===== src/rtl/clk_rst_sequencer.sv =====
// Power sequencer for a bank of gated clock domains: qualifies PLL lock, brings domains up in order, tears them down in reverse.
// Optional macro AUTO_RESTART_EN: FAULT exits on its own as soon as synchronized lock returns.
module clk_rst_sequencer #(
    parameter int NUM_DOMAINS        = 4,
    parameter int LOCK_STABLE_CYCLES = 16,
    parameter int STEP_GAP_CYCLES    = 8
) (
    input  logic                   clk_in,
    input  logic                   reset_n,
    input  logic                   pll_locked,
    input  logic                   power_req,
    input  logic                   fault_clr,
    output logic [NUM_DOMAINS-1:0] clk_en_out,
    output logic [NUM_DOMAINS-1:0] dom_reset_n,
    output logic                   ready,
    output logic                   lock_lost,
    output logic [2:0]             state_o
);

    localparam int IDX_W   = (NUM_DOMAINS > 1) ? $clog2(NUM_DOMAINS) : 1;
    localparam int CNT_MAX = (LOCK_STABLE_CYCLES > STEP_GAP_CYCLES) ? LOCK_STABLE_CYCLES : STEP_GAP_CYCLES;
    localparam int CNT_W   = $clog2(CNT_MAX + 1);

    localparam logic [CNT_W-1:0] STABLE_LAST = CNT_W'(LOCK_STABLE_CYCLES - 1);
    localparam logic [CNT_W-1:0] STEP_LAST   = CNT_W'(STEP_GAP_CYCLES - 1);
    localparam logic [IDX_W-1:0] IDX_LAST    = IDX_W'(NUM_DOMAINS - 1);

    typedef enum logic [2:0] {
        WAIT_LOCK = 3'd0,
        STABLE    = 3'd1,
        UP_CLK    = 3'd2,
        UP_RST    = 3'd3,
        RUN       = 3'd4,
        DN_RST    = 3'd5,
        DN_CLK    = 3'd6,
        FAULT     = 3'd7
    } state_t;

    state_t                 state, state_nx;
    logic [IDX_W-1:0]       idx, idx_nx;
    logic [CNT_W-1:0]       cnt, cnt_nx;
    logic [NUM_DOMAINS-1:0] clk_en_nx, dom_reset_n_nx;
    logic                   ready_nx, lock_lost_nx;
    logic [1:0]             lock_sync;
    logic                   lock_s, step_done, powered;

    always_ff @(posedge clk_in or negedge reset_n) begin
        if (!reset_n) lock_sync <= '0;
        else          lock_sync <= {lock_sync[0], pll_locked};
    end

    assign lock_s    = lock_sync[1];
    assign step_done = (cnt == STEP_LAST);
    assign powered   = state inside {UP_CLK, UP_RST, RUN, DN_RST, DN_CLK};

    always_comb begin
        // NOTE: every output of this block gets a default first, so no path can infer a latch.
        state_nx       = state;
        idx_nx         = idx;
        cnt_nx         = cnt + 1'b1;
        clk_en_nx      = clk_en_out;
        dom_reset_n_nx = dom_reset_n;
        ready_nx       = ready;
        lock_lost_nx   = lock_lost & ~fault_clr;

        unique case (state)
            WAIT_LOCK: begin
                cnt_nx = '0;
                if (lock_s && power_req) state_nx = STABLE;
            end
            STABLE: begin
                if (!lock_s || !power_req) state_nx = WAIT_LOCK;
                else if (cnt == STABLE_LAST) begin
                    state_nx = UP_CLK;
                    idx_nx   = '0;
                end
            end
            UP_CLK: if (step_done) state_nx = power_req ? UP_RST : DN_RST;
            UP_RST: begin
                if (step_done) begin
                    if (!power_req)           state_nx = DN_RST;
                    else if (idx == IDX_LAST) state_nx = RUN;
                    else begin
                        idx_nx   = idx + 1'b1;
                        state_nx = UP_CLK;
                    end
                end
            end
            RUN: begin
                cnt_nx = '0;
                if (!power_req) begin
                    state_nx = DN_RST;
                    idx_nx   = IDX_LAST;
                end
            end
            DN_RST: if (step_done) state_nx = DN_CLK;
            DN_CLK: begin
                if (step_done) begin
                    if (idx == '0) state_nx = WAIT_LOCK;
                    else begin
                        idx_nx   = idx - 1'b1;
                        state_nx = DN_RST;
                    end
                end
            end
            FAULT: begin
                cnt_nx = '0;
`ifdef AUTO_RESTART_EN
                if (fault_clr || lock_s) state_nx = WAIT_LOCK;
`else
                if (fault_clr) state_nx = WAIT_LOCK;
`endif
            end
            default: state_nx = WAIT_LOCK;
        endcase

        // Lock loss outranks both power_req and step completion.
        if (powered && !lock_s) state_nx = FAULT;

        // Outputs are decided from the state being entered so they flip on the same edge as the state.
        if (state_nx != state) begin
            cnt_nx = '0;
            case (state_nx)
                UP_CLK: clk_en_nx[idx_nx] = 1'b1;
                UP_RST: dom_reset_n_nx[idx_nx] = 1'b1;
                RUN:    ready_nx = 1'b1;
                DN_RST: begin
                    dom_reset_n_nx[idx_nx] = 1'b0;
                    ready_nx               = 1'b0;
                end
                DN_CLK: clk_en_nx[idx_nx] = 1'b0;
                FAULT: begin
                    clk_en_nx      = '0;
                    dom_reset_n_nx = '0;
                    ready_nx       = 1'b0;
                    lock_lost_nx   = 1'b1;
                    idx_nx         = '0;
                end
                default: ;
            endcase
        end
    end

    always_ff @(posedge clk_in or negedge reset_n) begin
        // NOTE: state registers use non-blocking assignment so every flop samples pre-edge values.
        if (!reset_n) begin
            state       <= WAIT_LOCK;
            idx         <= '0;
            cnt         <= '0;
            clk_en_out  <= '0;
            dom_reset_n <= '0;
            ready       <= 1'b0;
            lock_lost   <= 1'b0;
        end else begin
            state       <= state_nx;
            idx         <= idx_nx;
            cnt         <= cnt_nx;
            clk_en_out  <= clk_en_nx;
            dom_reset_n <= dom_reset_n_nx;
            ready       <= ready_nx;
            lock_lost   <= lock_lost_nx;
        end
    end

    assign state_o = state;

endmodule


===== config.mk =====
export PLATFORM = sky130hd
export DESIGN_NAME = clk_rst_sequencer
export DESIGN_NICKNAME = d
export VERILOG_FILES = /design/src/rtl/clk_rst_sequencer.sv
export SDC_FILE = /design/constraint.sdc
export NUM_CORES = 1
export LEC_CHECK = 0
export BUFFER_PORTS_ARGS = -buffer_cell sky130_fd_sc_hd__buf_2
export CORE_UTILIZATION = 30
export DETAILED_ROUTE_END_ITERATION = 10
export PLACE_DENSITY_LB_ADDON = 0.08
export SLEW_MARGIN = 40
export SYNTH_ARGS = -nofsm -noshare
export SYNTH_HDL_FRONTEND = slang
export SYNTH_SLANG_ARGS = --single-unit

===== constraint.sdc =====
create_clock -name clk_in -period 3 [get_ports clk_in]
set_input_delay 0.75 -clock clk_in [delete_from_list [all_inputs] [get_ports clk_in]]
set_output_delay 0.75 -clock clk_in [all_outputs]
set_load 0.1 [all_outputs]

==> summary.md, run 1 <==
| Metric | Value |
|---|---|
| Minimum clock period after layout | `2.61 ns` |
| Synth cell count leaders | `22 x dfrtp_1, 13 x nand2_1, 12 x nor2_1, 11 x inv_1` |
| Cts hold-fix bufs | `0` |
| Synthesized area per cell | `8.79 sq um` |
| Post-synthesis cell count | `172` |
| Max clock buf depth | `2` |
| Post-route setup slack | `0.387 ns` |
| Setup_tns | `0 ns` |
| Site Rows | `25` |
| # Post-CTS Setup Buffers | `0` |
| Antenna violations before repair | `0` |
| # DRC | `0` |
| Pin count of the biggest net entering global routing | `23` |
| Buf/Inv on CP | `0` |
| Register area | `551 sq um` |
| Synth async-reset ratio | `100%` |
| CTS tree | `built` |
| Initial cell density of the core | `31.6%` |
| WS Path Type | `reg2reg` |
| Crit-path max FO | `8` |
| Synth area leader | `dfrtp_1` |
| # port buffers | `17` |
| Final setup viols | `0` |
| Post-synthesis sequential area ratio | `36.4%` |
| Top-count cell post-synth | `dfrtp_1` |
| Pre-antenna DRT Iters | `4` |
| Dominant cells by area after synthesis | `dfrtp_1 36%, nand2_1 3.2%, nor2_1 3.0%` |
| Setup crit start kind | `flip-flop` |
| Detailed Place HPWL | `2980 microns` |
| Horiz. Die Dim | `73.0 microns` |
| Main synth FF type | `dfrtp_1` |
| Number of global-route vias before repair | `1354` |
| Synth warnings | `0` |
| Final hold vios | `0` |
| Dpl ws | `0.238 ns` |
| Slew HR | `58.6%` |
| Critical Path RT | `3.15 ns` |
| I/O pins | `18` |
| Total Routing Usage GR | `16.6%` |
| WL/cell | `15.3 microns` |
| Crit path max-delay family | `simple AND/OR/NAND/NOR gates` |
| Max-Cap Viols | `0` |
| CTS clk-pin slew, worst paths | `0.08 ns` |
| Worst-margin pin slew | `0.620 ns` |
| Synth Net Count | `179` |
| CTS buffer count | `3` |
| Antenna Nets Post-Route | `0` |
| # nets final | `193` |
| GP Congestion | `0.807` |
| Worst setup EP type | `flip-flop` |
| Area grow syn2layout | `12.2%` |
| DR vias | `1368` |
| Core Util, Final | `35.4%` |
| Share of layout cells above drive strength 1 | `16.8%` |
| Unique masters post-synth | `50` |
| Drt via density | `5.43` |
| Crit path cell chain | `ha_1, and3_1, ha_1, nand2_1, a21oi_1, o21bai_4, nor2_4, or4_4, a221o_1` |
| Post-synth top area share | `36.4%` |
| Final Max Tran Viols | `0` |
| Status | `completed` |
| Worst Skew | `0.00307 ns` |
| Die area | `5330 sq um` |
| First-pass GRT wire length | `6670 microns` |
| Core area | `4790 sq um` |
| Post-CTS Resized | `0` |
| Ant diodes | `0` |
| Syn Std Cell Area | `1510 sq um` |
| Fillers | `497` |
| DRT iter0 DRCs | `105` |
| HP Class | `reg2reg` |
| Clock latency on the worst-skew pair | `0.26 ns` |
| H-Tree Depth | `1` |
| Chip Height | `73.0 microns` |
| CP max stage cell | `or4_4` |
| Drt total wl | `3870 microns` |
| Setup repair after global routing missed its margin | `false` |
| Fmax | `383 MHz` |
| Clock sinks | `22` |
| Delay of the slowest cell on the worst path | `0.56 ns` |
| Cell seen most often among critical-path stages | `ha_1` |
| CTS Root Cell | `clkbuf_8` |
| WP data arrival | `2.76 ns` |
| GR Overflow Total | `0` |
| #FFs+latches synth | `22` |
| Final period util | `87.1%` |
| Footprint of the multi-input gates | `857 sq um` |
| Design Area, Final | `1700 sq um` |
| EDFF count, synth | `0` |
| Area after DPL | `1640 sq um` |
## area by class of cell
class	count	area share, %
flip-flops and latches	22	32.5
inverters	11	2.44
well taps	67	4.94
repair buffers	20	6.35
clock buffers	4	3.25
multi-input cells	128	50.6
## routing by layer
metal  global-route usage, %  up-vias  wire (microns)
met5                       0        -               0
met4                    7.84        0              74
met3                    1.80        7             127
met2                    24.4       33            1730
met1                    24.1      657            1940
li1                        -      671               -
## cells in the final DEF, fill, tap and decap left out, drive strengths merged, types with 5 or more instances in the layout
master	instances
o21ai	7
a21oi	7
dfrtp	22
nand3	5
nand2	13
inv	11
nor2	13
nor3	7
buf	20
nor2b	7
and3	5
## kinds of logic (layout without fill, tap and decap cells)
logic type | count (synthesis) | in the layout | synth area share (%)
simple gates | 76 | 76 | 29.4
xor+xnor | 2 | 2 | 1.16
buf+inv | 22 | 35 | 6.87
compound gates | 48 | 48 | 24.5
flops | 22 | 22 | 36.4
fa+ha+maj | 2 | 2 | 1.66
## state kept, by name, indices dropped and copies added (netlist names)
name,count
lock_sync,2
clk_en_out,4
state_o,3
lock_lost,1
cnt,5
ready,1
dom_reset_n,4
idx,2
## path summary, 6_finish.rpt
path	startpoint	end	slack, ns	cells after the start
worst max-delay path	cnt[0]	dom_reset_n[1]	0.39	9
worst min-delay path	lock_sync[0]	lock_sync[1]	0.36	0
worst max register to register	cnt[0]	dom_reset_n[1]	0.39	9
worst min register to register	lock_sync[0]	lock_sync[1]	0.36	0
max in group asynchronous	reset_n	idx[1]	2.24	1
min in group asynchronous	reset_n	cnt[0]	0.44	1
## through the flow
step	cells	hold WS, ns
2_1_floorplan	172	0.331
3_3_place_gp	248	0.337
3_5_place_dp	248	0.347
4_1_cts	252	0.364
5_1_grt	252	0.368
6_report	252	0.360
Power of run 1 is not shown: default switching activity piles up to over one toggle a cycle in this logic, so the estimate is an artifact.
==> run 2, diff against run 1 <==
- RECOVER_POWER: default -> 25
==> run 2 against run 1 <==
Wire length unchanged. Worst setup slack unchanged. Die area unchanged. Core utilization about the same. Final cell count unchanged. Cell area about the same. Clock skew unchanged. Fmax unchanged. Flip-flop and latch count unchanged.
==> summary.md, run 2 (synthesis gave the netlist of run 1 again) <==
| Metric | Value |
|---|---|
| DR vias | `1368 (unchanged)` |
| WS Path Type | `reg2reg` |
| Final setup viols | `0 (unchanged)` |
| GP Congestion | `0.807 (unchanged)` |
| Core area | `4790 sq um (unchanged)` |
| Status | `completed` |
| H-Tree Depth | `1 (unchanged)` |
| Crit-path max FO | `8 (unchanged)` |
| Die area | `5330 sq um (unchanged)` |
| # port buffers | `17 (unchanged)` |
| CTS Root Cell | `clkbuf_8` |
| # nets final | `193 (unchanged)` |
| Fmax | `383 MHz (unchanged)` |
| Max-Cap Viols | `0 (unchanged)` |
| Max clock buf depth | `2 (unchanged)` |
| HP Class | `reg2reg` |
| Worst Skew | `0.00307 ns (unchanged)` |
| CTS buffer count | `3 (unchanged)` |
| I/O pins | `18 (unchanged)` |
| Total Routing Usage GR | `16.6% (unchanged)` |
| Final Max Tran Viols | `0 (unchanged)` |
| WL/cell | `15.3 microns (unchanged)` |
| Area after DPL | `1640 sq um (unchanged)` |
| Setup_tns | `0 ns (unchanged)` |
| Pin count of the biggest net entering global routing | `23 (unchanged)` |
| Final hold vios | `0 (unchanged)` |
| Final period util | `87.1% (unchanged)` |
| Metal2 WL | `1730 microns (unchanged)` |
| Antenna violations before repair | `0 (unchanged)` |
| Design Area, Final | `1690 sq um (about the same)` |
| Minimum clock period after layout | `2.61 ns (unchanged)` |
| # DRC | `0 (unchanged)` |
| Max FFs per register | `5 (unchanged)` |
| Horiz. Die Dim | `73.0 microns (unchanged)` |
| Initial cell density of the core | `31.6% (unchanged)` |
| Post-CTS Resized | `0 (unchanged)` |
| Detailed Place HPWL | `2980 microns (unchanged)` |
| Cts hold-fix bufs | `0 (unchanged)` |
| Worst setup EP type | `flip-flop` |
| DP Cell Count | `248 (unchanged)` |
| Setup repair after global routing missed its margin | `false` |
| Slew HR | `24.1% (-35 points)` |
| Share of layout cells above drive strength 1 | `16.2% (-0.54 points)` |
| Critical Path RT | `3.15 ns (about the same)` |
| GR Overflow Total | `0 (unchanged)` |
| Fillers | `497 (unchanged)` |
| DRT iter0 DRCs | `105 (unchanged)` |
| First-pass GRT wire length | `6670 microns (unchanged)` |
| Number of global-route vias before repair | `1354 (unchanged)` |
| # Post-CTS Setup Buffers | `0 (unchanged)` |
| Clock latency on the worst-skew pair | `0.26 ns (about the same)` |
| CTS clk-pin slew, worst paths | `0.08 ns (about the same)` |
| Drt via density | `5.43 (unchanged)` |
| Pre-antenna DRT Iters | `4 (unchanged)` |
| Ant diodes | `0 (unchanged)` |
| Metal3 WL | `127 microns (unchanged)` |
| Setup crit start kind | `flip-flop` |
| Commonest non-fill, non-tap cell in the layout | `dfrtp_1` |
| Max Used Layer | `met4` |
| Area grow syn2layout | `12.1% (about the same)` |
| Wl on met1 | `1940 microns (unchanged)` |
| Worst-margin pin slew | `1.14 ns (+0.518 ns)` |
| Final Instance Count excl. Fillers | `252 (unchanged)` |
| Biggest register | `cnt` |
| Clock sinks | `22 (unchanged)` |
| Commonest cells after routing, fill and taps aside | `22 x dfrtp_1, 16 x buf_2, 13 x nand2_1, 12 x nor2_1, 11 x inv_1` |
| Drt total wl | `3870 microns (unchanged)` |
| Chip Height | `73.0 microns (unchanged)` |
| Regs by FF count | `cnt x5, clk_en_out x4, dom_reset_n x4` |
| Site Rows | `25 (unchanged)` |
| WP data arrival | `2.76 ns (about the same)` |
| Antenna Nets Post-Route | `0 (unchanged)` |
| CTS tree | `built` |
| Core Util, Final | `35.4% (about the same)` |
[run 2: cell types whose count changed in the layout (fill, tap and decap cells not counted)]
cell / before / now
clkbuf_1: 0 / 1
buf_2: 17 / 16
[run 2: layer usage]
| metal | global-route usage, % | vias to the layer above |
|---|---|---|
| li1 | - | 671 |
| met3 | 1.80 | 7 |
| met5 | 0 | - |
| met2 | 24.4 | 33 |
| met4 | 7.84 | 0 |
| met1 | 24.1 | 657 |
[run 2: path summary, 6_finish.rpt]
path / startpoint / end / slack [ns] / cells past startpoint
min in group asynchronous: reset_n / cnt[0] / 0.69 / 1
worst max-delay path: cnt[0] / dom_reset_n[1] / 0.39 / 9
worst min-delay path: lock_sync[0] / lock_sync[1] / 0.36 / 0
worst max register to register: cnt[0] / dom_reset_n[1] / 0.39 / 9
worst min register to register: lock_sync[0] / lock_sync[1] / 0.36 / 0
max in group asynchronous: reset_n / idx[1] / 1.64 / 1
[run 2: worst max-delay path, cell delays in order, from the launching register on]
cell and delay (ns):
dfrtp_1 0.40, ha_1 0.26, and3_1 0.20, ha_1 0.24
nand2_1 0.09, a21oi_1 0.10, o21bai_4 0.21, nor2_4 0.08
or4_4 0.56, a221o_1 0.37
[run 2: layout make-up]
| class | instances | area [sq um] | share of cell area [%] |
|---|---|---|---|
| clock buffer | 4 | 55.1 | 3.25 |
| inverter | 11 | 41.3 | 2.44 |
| multi-input combinational | 128 | 857 | 50.6 |
| sequential | 22 | 551 | 32.5 |
| tap | 67 | 83.8 | 4.95 |
| timing repair buffer | 20 | 106 | 6.28 |
[run 2: through the flow]
| step | setup slack [ns] | hold slack, ns |
|---|---|---|
| finish | 0.387 | 0.360 |
| detailed placement | 0.238 | 0.347 |
| CTS | 0.393 | 0.364 |
| global placement | 0.290 | 0.337 |
| floorplan | 0.115 | 0.331 |
| global route | 0.231 | 0.368 |
Power of run 2 is left out for the same reason.
==> run 3, diff against run 2 <==
- SETUP_SLACK_MARGIN: default -> 0.5
==> run 3 against run 2 <==
Non-clock buffer count up 4. Hold slack worse by 0.0050 ns. Flip-flop and latch count did not move. Worst setup slack improved by 0.14 ns. Clock-buffer cell count unchanged. Global-route usage up 0.50 points. Clock skew shrank 0.00054 ns. Highest routed layer unchanged. Critical path depth decreased by 2. Critical endpoint is now dom_reset_n[0]. Wire length increased by 12%. Cell area is 6.3% higher. Largest cell class unchanged. Core utilization grew 2.2 points.
==> summary.md, run 3 (synthesis gave the netlist of run 1 again) <==
| Metric | Value |
|---|---|
| Status | `completed` |
| Final Instance Count excl. Fillers | `256 (+1.6%)` |
| Worst Skew | `0.00253 ns (-0.000543 ns)` |
| Commonest non-fill, non-tap cell in the layout | `dfrtp_1` |
| Total Routing Usage GR | `17.1% (+0.50 points)` |
| Chip Height | `73.0 microns (unchanged)` |
| Pin count of the biggest net entering global routing | `23 (unchanged)` |
| CTS clk-pin slew, worst paths | `0.08 ns (about the same)` |
| Metal3 WL | `154 microns (+21%)` |
| Detailed Place HPWL | `3050 microns (+2.2%)` |
| Biggest register | `cnt` |
| Wl on met1 | `2110 microns (+9.0%)` |
| CTS tree | `built` |
| Drt total wl | `4320 microns (+12%)` |
| Minimum clock period after layout | `2.47 ns (-0.142 ns)` |
| H-Tree Depth | `1 (unchanged)` |
| # nets final | `197 (+2.1%)` |
| Cts hold-fix bufs | `0 (unchanged)` |
| Dpl ws | `0.245 ns (+0.00696 ns)` |
| Post-route setup slack | `0.528 ns (+0.142 ns)` |
| Worst Hold Path EP | `lock_sync[1]` |
| Antenna Nets Post-Route | `0 (unchanged)` |
| Antenna violations before repair | `0 (unchanged)` |
| Final Max Tran Viols | `0 (unchanged)` |
| HP Class | `reg2reg` |
| Max-Cap Viols | `0 (unchanged)` |
| Slew HR | `20.3% (-3.8 points)` |
| Fmax | `405 MHz (+5.7%)` |
| Final period util | `82.4% (-4.7 points)` |
| Origin of the critical flop-to-flop path | `cnt[0]` |
| Crit path max-delay family | `compound AO/OA/AOI/OAI gates` |
| # DRC | `0 (unchanged)` |
| DP Cell Count | `247 (-0.40%)` |
| Final hold vios | `0 (unchanged)` |
| Horiz. Die Dim | `73.0 microns (unchanged)` |
| Final setup viols | `0 (unchanged)` |
| CTS Root Cell | `clkbuf_8` |
| Setup_tns | `0 ns (unchanged)` |
| WHS | `0.355 ns (-0.00501 ns)` |
| Die area | `5330 sq um (unchanged)` |
| Drt via density | `5.52 (+1.7%)` |
| Clock latency on the worst-skew pair | `0.26 ns (about the same)` |
| Core area | `4790 sq um (unchanged)` |
| Worst setup EP type | `flip-flop` |
| Crit-path max FO | `7 (-1)` |
| CTS buffer count | `3 (unchanged)` |
| WHS Path Cells | `0 (unchanged)` |
| Initial cell density of the core | `31.6% (unchanged)` |
| Area grow syn2layout | `19.1%` |
| Crit path cell chain | `ha_4, and4bb_4, a221o_1, o21bai_4, nor2_4, or4_4, a221o_1` |
| Worst-margin pin slew | `1.20 ns (+0.0575 ns)` |
| GP Congestion | `0.830 (+2.9%)` |
| Setup repair after global routing missed its margin | `true` |
| GR Overflow Total | `0 (unchanged)` |
| Commonest cells after routing, fill and taps aside | `19 x dfrtp_1, 16 x buf_2, 13 x nand2_1, 12 x nor2_1, 11 x inv_1` |
| R2R Path End | `dom_reset_n[0]` |
| WL/cell | `16.9 microns (+10%)` |
| WP data arrival | `2.62 ns (-0.14 ns)` |
| Critical Path RT | `3.15 ns (about the same)` |
| Pre-antenna DRT Iters | `4 (unchanged)` |
| Number of global-route vias before repair | `1363 (+0.66%)` |
| Ant diodes | `0 (unchanged)` |
| Metal2 WL | `1940 microns (+12%)` |
| Max Used Layer | `met4` |
| Clock sinks | `22 (unchanged)` |
| Fillers | `514 (+3.4%)` |
| First-pass GRT wire length | `6780 microns (+1.6%)` |
| Regs by FF count | `cnt x5, clk_en_out x4, dom_reset_n x4` |
| Buf/Inv on CP | `0 (unchanged)` |
| # port buffers | `17 (unchanged)` |
| Site Rows | `25 (unchanged)` |
| R2R setup slack | `0.53 ns (+0.14 ns)` |
| Share of layout cells above drive strength 1 | `25.4% (+9.2 points)` |
| Delay of the slowest cell on the worst path | `0.50 ns (-0.06 ns)` |
| I/O pins | `18 (unchanged)` |
| Cell seen most often among critical-path stages | `a221o_1` |
| DRT iter0 DRCs | `112 (+6.7%)` |
| DR vias | `1413 (+3.3%)` |
| Setup crit start kind | `flip-flop` |
| Reg2reg path depth | `7 (-2)` |
| CP max stage cell | `or4_4` |
| Min-delay src | `lock_sync[0]` |
| WS Path Type | `reg2reg` |
| Max FFs per register | `5 (unchanged)` |
| Max clock buf depth | `2 (unchanged)` |
==> run 3: cell types whose count changed in the layout (fill, tap and decap cells not counted), moves of 2 or more <==
cell and change:
and2_1 -2, and2_4 +2, and3_1 -2, and3_4 +2, buf_4 +4, dfrtp_1 -3
dfrtp_2 +3, ha_1 -2, ha_4 +2
==> run 3: repair_timing <==
item / 4_1_cts / 5_1_grt
endpoints found under the hold margin: 0 / 0
endpoints found under the setup margin: 11 / 12
resized for setup: 7 / 9
buffers inserted: 1 / 4
pin swaps: 2 / 8
==> run 3: cell type report <==
cell class                      count  area [sq um]  area share, %
Sequential cell                    22           554           30.8
Tap cell                           67          83.8           4.66
Multi-Input combinational cell    128           930           51.6
Timing Repair Buffer               24           136           7.57
Clock buffer                        4          55.1           3.06
Inverter                           11          41.3           2.29
==> run 3: through the flow <==
stage / instance area (sq um) / utilization, %
4_1_cts: 1730 / 36.2
2_1_floorplan: 1530 / -
5_1_grt: 1800 / 37.6
6_report: 1800 / 37.6
3_5_place_dp: 1640 / 34.2
3_3_place_gp: 1640 / 34.2
==> run 3: per-layer routing <==
metal | track usage, % | vias up
li1 | - | 673
met1 | 24.1 | 689
met2 | 25.2 | 40
met3 | 2.35 | 11
met4 | 8.93 | 0
met5 | 0 | -
==> run 3: how the worst max path moves through the flow <==
stage | slack [ns] | end | cells past startpoint | start
after floorplan | 0.46 | dom_reset_n[0] | 7 | power_req
after detailed placement | 0.24 | dom_reset_n[0] | 7 | cnt[0]
final | 0.53 | dom_reset_n[0] | 7 | cnt[0]
after global placement | 0.31 | dom_reset_n[0] | 7 | cnt[0]
after global routing | 0.45 | dom_reset_n[0] | 7 | cnt[0]
after CTS | 0.50 | dom_reset_n[0] | 7 | cnt[0]
Power of run 3 is left out for the same reason.
